<file path="src/rtl/vga_pkg.sv">
`default_nettype none
// ============================================================================
// Module   : vga_pkg
// Purpose  : Shared timing constants (640x480@60 defaults) and the lock-state
//            enumeration used by the VGA timing detector.
// Ports    : none (package)
// Revision : 1.0 - initial release
// ============================================================================
package vga_pkg;

   // Nominal 640x480@60 timing, in pixels / lines
   localparam int unsigned C_H_SYNC   = 96;
   localparam int unsigned C_H_BACK   = 48;
   localparam int unsigned C_H_ACTIVE = 640;
   localparam int unsigned C_H_TOTAL  = 800;
   localparam int unsigned C_V_SYNC   = 2;
   localparam int unsigned C_V_BACK   = 33;
   localparam int unsigned C_V_ACTIVE = 480;
   localparam int unsigned C_V_TOTAL  = 525;
   localparam logic        C_SYNC_POL = 1'b0;

   // Counter ceilings; the counters stick here instead of wrapping
   localparam logic [10:0] C_H_CNT_MAX = 11'd2047;
   localparam logic [9:0]  C_V_CNT_MAX = 10'd1023;

   typedef enum logic [1:0] {
      ST_SEARCH = 2'd0,
      ST_TRACK  = 2'd1,
      ST_LOCKED = 2'd2
   } lock_state_t;

endpackage
`default_nettype wire

</file>
<file path="src/rtl/vga_timing_det_sync_edge.sv">
`default_nettype none
// ============================================================================
// Module   : sync_edge
// Purpose  : Two-flop synchronizer for an asynchronous sync input followed by
//            a pixel-rate leading-edge detector.
// Ports    : sys_clk  - clock
//            sys_rst  - synchronous active-high reset
//            pix_en   - pixel-rate enable
//            async_in - asynchronous sync input
//            lead     - high on the pix_en cycle of a leading edge
// Revision : 1.0 - initial release
// ============================================================================
module sync_edge #(
   parameter logic SYNC_POL = 1'b0
) (
   input  logic sys_clk,
   input  logic sys_rst,
   input  logic pix_en,
   input  logic async_in,
   output logic lead
);

   logic meta_q, meta_d;
   logic sync_q, sync_d;
   logic prev_q, prev_d;

   always_comb begin
      meta_d = async_in;
      sync_d = meta_q;
      // The previous value advances only at pixel rate so that an edge is
      // reported on exactly one pix_en cycle.
      prev_d = pix_en ? sync_q : prev_q;
   end

   always_ff @(posedge sys_clk) begin
      if (sys_rst) begin
         meta_q <= ~SYNC_POL;
         sync_q <= ~SYNC_POL;
         prev_q <= ~SYNC_POL;
      end else begin
         meta_q <= meta_d;
         sync_q <= sync_d;
         prev_q <= prev_d;
      end
   end

   assign lead = pix_en && (sync_q == SYNC_POL) && (prev_q != SYNC_POL);

endmodule
`default_nettype wire

</file>
<file path="src/rtl/vga_timing_det.sv">
`default_nettype none
// ============================================================================
// Module   : vga_timing_det
// Purpose  : Measures incoming VGA hsync/vsync timing, locks when it matches
//            the nominal mode and reports the active-area pixel position.
// Ports    : sys_clk, sys_rst      - clock, synchronous active-high reset
//            pix_en                - pixel-rate enable
//            hsync, vsync          - asynchronous sync inputs
//            pix_x, pix_y          - active-area coordinate (0 outside)
//            active                - locked and inside the visible window
//            h_total, v_total      - length of last complete line / frame
//            locked                - timing matches nominal
//            frame_start           - one-cycle pulse on a vsync leading edge
// Revision : 1.0 - initial release
// ============================================================================
module vga_timing_det
   import vga_pkg::*;
#(
   parameter int unsigned H_SYNC   = C_H_SYNC,
   parameter int unsigned H_BACK   = C_H_BACK,
   parameter int unsigned H_ACTIVE = C_H_ACTIVE,
   parameter int unsigned H_TOTAL  = C_H_TOTAL,
   parameter int unsigned V_SYNC   = C_V_SYNC,
   parameter int unsigned V_BACK   = C_V_BACK,
   parameter int unsigned V_ACTIVE = C_V_ACTIVE,
   parameter int unsigned V_TOTAL  = C_V_TOTAL,
   parameter logic        SYNC_POL = C_SYNC_POL
) (
   input  logic        sys_clk,
   input  logic        sys_rst,
   input  logic        pix_en,
   input  logic        hsync,
   input  logic        vsync,
   output logic [9:0]  pix_x,
   output logic [9:0]  pix_y,
   output logic        active,
   output logic [10:0] h_total,
   output logic [9:0]  v_total,
   output logic        locked,
   output logic        frame_start
);

   localparam logic [11:0] H_WIN_LO  = 12'(H_SYNC + H_BACK);
   localparam logic [11:0] H_WIN_HI  = 12'(H_SYNC + H_BACK + H_ACTIVE);
   localparam logic [11:0] H_TOT_W   = 12'(H_TOTAL);
   localparam logic [10:0] V_WIN_LO  = 11'(V_SYNC + V_BACK);
   localparam logic [10:0] V_WIN_HI  = 11'(V_SYNC + V_BACK + V_ACTIVE);
   localparam logic [10:0] V_TOT_W   = 11'(V_TOTAL);
   localparam logic [9:0]  H_OFF10   = 10'(H_SYNC + H_BACK);
   localparam logic [9:0]  V_OFF10   = 10'(V_SYNC + V_BACK);

   logic        h_lead, v_lead;
   logic [10:0] h_cnt_q, h_cnt_d;
   logic [9:0]  v_cnt_q, v_cnt_d;
   logic [10:0] h_total_q, h_total_d;
   logic [9:0]  v_total_q, v_total_d;
   logic [11:0] h_cnt_inc;
   logic [10:0] v_cnt_inc;
   logic        h_line_bad, v_frame_bad, cnt_sat;
   lock_state_t state_q, state_d;
   logic        mis_q, mis_d;
   logic        locked_q, locked_d;
   logic        active_q, active_d;
   logic [9:0]  pix_x_q, pix_x_d;
   logic [9:0]  pix_y_q, pix_y_d;
   logic        h_in, v_in;

   sync_edge #(.SYNC_POL(SYNC_POL)) u_hsync (
      .sys_clk  (sys_clk),
      .sys_rst  (sys_rst),
      .pix_en   (pix_en),
      .async_in (hsync),
      .lead     (h_lead)
   );

   sync_edge #(.SYNC_POL(SYNC_POL)) u_vsync (
      .sys_clk  (sys_clk),
      .sys_rst  (sys_rst),
      .pix_en   (pix_en),
      .async_in (vsync),
      .lead     (v_lead)
   );

   // Widened increments so the compare against the nominal totals cannot
   // alias when a counter sits at its ceiling.
   assign h_cnt_inc   = {1'b0, h_cnt_q} + 12'd1;
   assign v_cnt_inc   = {1'b0, v_cnt_q} + 11'd1;
   assign h_line_bad  = h_lead && (h_cnt_inc != H_TOT_W);
   assign v_frame_bad = v_lead && (v_cnt_inc != V_TOT_W);
   assign cnt_sat     = pix_en && ((h_cnt_q == C_H_CNT_MAX) || (v_cnt_q == C_V_CNT_MAX));

   always_comb begin : counters
      h_cnt_d   = h_cnt_q;
      v_cnt_d   = v_cnt_q;
      h_total_d = h_total_q;
      v_total_d = v_total_q;
      if (h_lead) begin
         h_cnt_d   = '0;
         h_total_d = h_cnt_inc[10:0];
      end else if (pix_en && (h_cnt_q != C_H_CNT_MAX)) begin
         h_cnt_d = h_cnt_inc[10:0];
      end
      // vsync restarts the frame even when an hsync edge lands on the same pixel
      if (v_lead) begin
         v_cnt_d   = '0;
         v_total_d = v_cnt_inc[9:0];
      end else if (h_lead && (v_cnt_q != C_V_CNT_MAX)) begin
         v_cnt_d = v_cnt_inc[9:0];
      end
   end

   always_comb begin : fsm_next
      state_d = state_q;
      mis_d   = mis_q;
      case (state_q)
         ST_SEARCH: begin
            if (v_lead) begin
               state_d = ST_TRACK;
               mis_d   = 1'b0;
            end
         end
         ST_TRACK: begin
            if (v_lead) begin
               // A bad line ending on this very pixel still spoils the frame
               if (!mis_q && !h_line_bad && !v_frame_bad) begin
                  state_d = ST_LOCKED;
               end
               mis_d = 1'b0;
            end else if (h_line_bad) begin
               mis_d = 1'b1;
            end
         end
         ST_LOCKED: begin
            if (h_line_bad || v_frame_bad || cnt_sat) begin
               state_d = ST_SEARCH;
            end
         end
         default: state_d = ST_SEARCH;
      endcase
   end

   always_comb begin : fsm_out
      // Computed from next-state values so the registered outputs line up
      // with the counter values they describe.
      locked_d = (state_d == ST_LOCKED);
      h_in     = ({1'b0, h_cnt_d} >= H_WIN_LO) && ({1'b0, h_cnt_d} < H_WIN_HI);
      v_in     = ({1'b0, v_cnt_d} >= V_WIN_LO) && ({1'b0, v_cnt_d} < V_WIN_HI);
      active_d = locked_d && h_in && v_in;
      pix_x_d  = '0;
      pix_y_d  = '0;
      if (active_d) begin
         pix_x_d = h_cnt_d[9:0] - H_OFF10;
         pix_y_d = v_cnt_d - V_OFF10;
      end
   end

   always_ff @(posedge sys_clk) begin : state_reg
      if (sys_rst) begin
         state_q   <= ST_SEARCH;
         mis_q     <= 1'b0;
         h_cnt_q   <= '0;
         v_cnt_q   <= '0;
         h_total_q <= '0;
         v_total_q <= '0;
         locked_q  <= 1'b0;
         active_q  <= 1'b0;
         pix_x_q   <= '0;
         pix_y_q   <= '0;
      end else begin
         state_q   <= state_d;
         mis_q     <= mis_d;
         h_cnt_q   <= h_cnt_d;
         v_cnt_q   <= v_cnt_d;
         h_total_q <= h_total_d;
         v_total_q <= v_total_d;
         locked_q  <= locked_d;
         active_q  <= active_d;
         pix_x_q   <= pix_x_d;
         pix_y_q   <= pix_y_d;
      end
   end

   assign pix_x       = pix_x_q;
   assign pix_y       = pix_y_q;
   assign active      = active_q;
   assign h_total     = h_total_q;
   assign v_total     = v_total_q;
   assign locked      = locked_q;
   assign frame_start = v_lead;

endmodule
`default_nettype wire
</file>
<file path="config.mk">
export PLATFORM = sky130hd
export DESIGN_NAME = vga_timing_det
export DESIGN_NICKNAME = d
export VERILOG_FILES = /design/src/rtl/vga_pkg.sv /design/src/rtl/vga_timing_det_sync_edge.sv /design/src/rtl/vga_timing_det.sv
export SDC_FILE = /design/constraint.sdc
export NUM_CORES = 1
export LEC_CHECK = 0
export ABC_AREA = 1
export CAP_MARGIN = 15
export CORE_MARGIN = 5
export CORE_UTILIZATION = 55
export CTS_CLUSTER_DIAMETER = 80
export DETAILED_ROUTE_END_ITERATION = 10
export PLACE_DENSITY = 0.8
export SLEW_MARGIN = 20
export SYNTH_ARGS = -nofsm -noshare
export SYNTH_HDL_FRONTEND = slang
export SYNTH_SLANG_ARGS = --single-unit
</file>
<file path="constraint.sdc">
create_clock -name sys_clk -period 2.65 [get_ports sys_clk]
set_input_delay 0.53 -clock sys_clk [delete_from_list [all_inputs] [get_ports sys_clk]]
set_output_delay 0.53 -clock sys_clk [all_outputs]
set_load 0.05 [all_outputs]
</file>
==> flow_metrics.env <==
export IMPL_status="finished clean"
export IMPL_yosysTopAreaCellShare_pct=38.8
export IMPL_htreeDepth=3
export IMPL_cts_sinks=73
export IMPL_ant_nets=0
export IMPL_synth_edf_count=0
export IMPL_power_total_w=0.00246
export IMPL_grtUsageTotal_pct=22.3
export IMPL_viasPerCell=5.10
export IMPL_nNetsFinal=633
export IMPL_cellPowerDensity_nw_per_um2=511
export IMPL_clock_latency_ns=0.34
export IMPL_die_y_um=92.8
export IMPL_leakagePower_nw=2.33
export IMPL_final_core_util_pct=71.8
export IMPL_hold_viol=0
export IMPL_grt_use_met1_pct=32.0
export IMPL_cp_endpoint="pix_x[0]"
export IMPL_wire_per_inst_um=12.7
export IMPL_drt_first_pass_iters=5
export IMPL_via_count=3604
export IMPL_cts_made_buffers=9
export IMPL_die_area_um2=8600
export IMPL_place_ws_ns=-0.159
export IMPL_grt_busiest_layer="met2"
export IMPL_antenna_found_initial=0
export IMPL_synth_top_flop_cell="dfxtp_1"
export IMPL_r2r_cells=18
export IMPL_synth_cells=540
export IMPL_drive_gt1_share_pct=19.3
export IMPL_io_buffers=48
export IMPL_synth_common_cells="nand2_1, dfxtp_1, inv_1"
export IMPL_reg2reg_from="v_cnt_q[1]"
export IMPL_ctsLongestPathBuffers=2
export IMPL_grt_pass1_vias=3336
export IMPL_met3_usage_pct=3.25
export IMPL_place_hpwl_um=6750
export IMPL_async_flop_share_pct=0
export IMPL_areaGrowthSynthToFinish_pct=28.0
export IMPL_yosysWarningCount=0
export IMPL_fp_dieW_um=92.8
export IMPL_path_clk_slew_ns=0.07
export IMPL_antenna_cells=0
export IMPL_peakVddDrop_uv=344
export IMPL_startpoint_type="register"
export IMPL_fin_skew_ns=0.0127
export IMPL_clockRootBuffer="clkbuf_8"
export IMPL_crit_arrival_ns=2.62
export IMPL_timing_max_cap_violations=0
export IMPL_num_rows=30
export IMPL_yosysTopAreaCell="dfxtp_1"
export IMPL_setup_viol=0
export IMPL_synth_distinct_cells=34
export IMPL_synth_area_leaders="dfxtp_1, nand2_1, inv_1, nor2_1, nand3_1"
export IMPL_start_util_pct=56.1
export IMPL_cp_max_fo=11
export IMPL_place_inst=691
export IMPL_drc_errors=0
export IMPL_required_ns=2.88
export IMPL_ys_seq_area_share_pct=38.8
export IMPL_grt_max_degree=27
export IMPL_slew_violations=0
export IMPL_maxSlewHeadroom_pct=60.0
export IMPL_fillers=562
export IMPL_cts_tree="built"
export IMPL_tns_ns=0
export IMPL_fin_ws_ns=0.256
export IMPL_tightest_slew_ns=0.600
export IMPL_place_congestion=0.890
export IMPL_core_area_um2=6720
export IMPL_drt_total_wl_um=8980
export IMPL_ff2ff_setup_slack_ns=0.26
export IMPL_syn_area_um2=3770
export IMPL_timing_final_crit_share_pct=90.3
export IMPL_fin_cells=706
export IMPL_path_class="register to register"
export IMPL_synthMostInstantiatedCell="nand2_1"
export IMPL_pin_count=49
export IMPL_grt_pass1_wl_um=15500
export IMPL_synth_nets=551
export IMPL_r2r_end="pix_x[0]"
export IMPL_avgSynthCellArea_um2=6.97
export IMPL_drt_iter0_drc=254
export IMPL_clock_fmax_mhz=418
export IMPL_ctsHoldBuffers=0
export IMPL_finalCriticalPeriod_ns=2.39
export IMPL_gr_total_overflow=0
export IMPL_cp_startpoint="v_cnt_q[1]"
export IMPL_end_kind="register"
export IMPL_grtUsageMet2_pct=34.3
export IMPL_ys_ff_latch=73
export IMPL_hold_class="register to register"
[timing repair]
| item | in CTS | in global routing |
|---|---|---|
| setup endpoints to repair | 0 | 21 |
| endpoints found under the hold margin | 0 | 0 |
| setup buffers | 0 | 0 |
| gates resized for setup | 0 | 8 |
[cells in the final DEF, fill, tap and decap left out, drive strengths merged, types with 6 or more instances in the layout]
cell type	Yosys	final
nand2	151	151
nand3	46	46
dfxtp	73	73
a21oi	16	16
o211ai	15	15
nand4	6	6
inv	82	82
nor2	82	82
buf	8	38
xor2	7	7
clkdlybuf4s50	0	47
o21ai	19	19
ha	6	6
clkbuf	6	12
[metrics by stage]
stage | hold slack, ns | instance area [µm²]
floorplan | 0.389 | 3770
global placement | 0.393 | 4590
detailed placement | 0.397 | 4590
CTS | 0.414 | 4800
global route | 0.431 | 4820
finish | 0.414 | 4820
[metal layers]
layer  routed length, µm  share of wire, %
met5                   0                 0
met4                 158               1.8
met3                 421               4.7
met2                3880                43
met1                4520                50
[worst min-delay path by stage]
| stage | start | end | cells after the start |
|---|---|---|---|
| final | u_vsync.meta_q | u_vsync.sync_q | 1 |
| after global routing | u_vsync.meta_q | u_vsync.sync_q | 1 |
| after CTS | u_vsync.meta_q | u_vsync.sync_q | 1 |
| after detailed placement | u_vsync.meta_q | u_vsync.sync_q | 1 |
| after global placement | u_hsync.meta_q | u_hsync.sync_q | 1 |
| after floorplan | u_hsync.meta_q | u_hsync.sync_q | 1 |
[sequential cells by signal (all words and copies together) (netlist names), 2 cells and up]
signal and flops:
h_total 11, state_q 2, v_total 10, v_cnt_q 10, pix_y 10, pix_x 10, h_cnt_q 11
[report_power, final]
part / switching [W] / internal, W
Sequential: 0.0000261 / 0.00113
Clock: 0.000388 / 0.000551
Combinational: 0.000230 / 0.000141
[cell families (layout without fill, tap and decap cells)]
logic type | Yosys count | in the layout | synth area share (%)
flops | 73 | 73 | 38.8
fa+ha+maj | 6 | 6 | 1.99
buf+inv | 96 | 182 | 10.1
simple gates | 299 | 299 | 37.4
xor+xnor | 11 | 11 | 2.56
compound gates | 55 | 55 | 9.14
[final cells by class]
class / count / area, µm² / area share (%)
multi-input cells: 371 / 1950 / 40.3
flip-flops and latches: 73 / 1470 / 30.4
repair buffers: 85 / 793 / 16.5
inverters: 82 / 308 / 6.38
clock buffers: 12 / 145 / 3.01
well taps: 80 / 100 / 2.08
clock inverters: 3 / 65.1 / 1.35
[worst max-delay path: stages, from the launching register on]
cell and delay [ns]:
dfxtp_2 0.38, ha_4 0.18, nand2_2 0.09, nor2_4 0.13
nand3_4 0.11, nand2_4 0.10, inv_2 0.05, nor2_1 0.12
nor2_1 0.09, ha_1 0.23, inv_1 0.06, nand2_1 0.07
o21ai_2 0.16, nand3_1 0.08, nand2_1 0.09, nor2_2 0.04
nand2_2 0.11, buf_12 0.16, nor2_2 0.03
No activity file was read; power rests on OpenSTA's default activity.
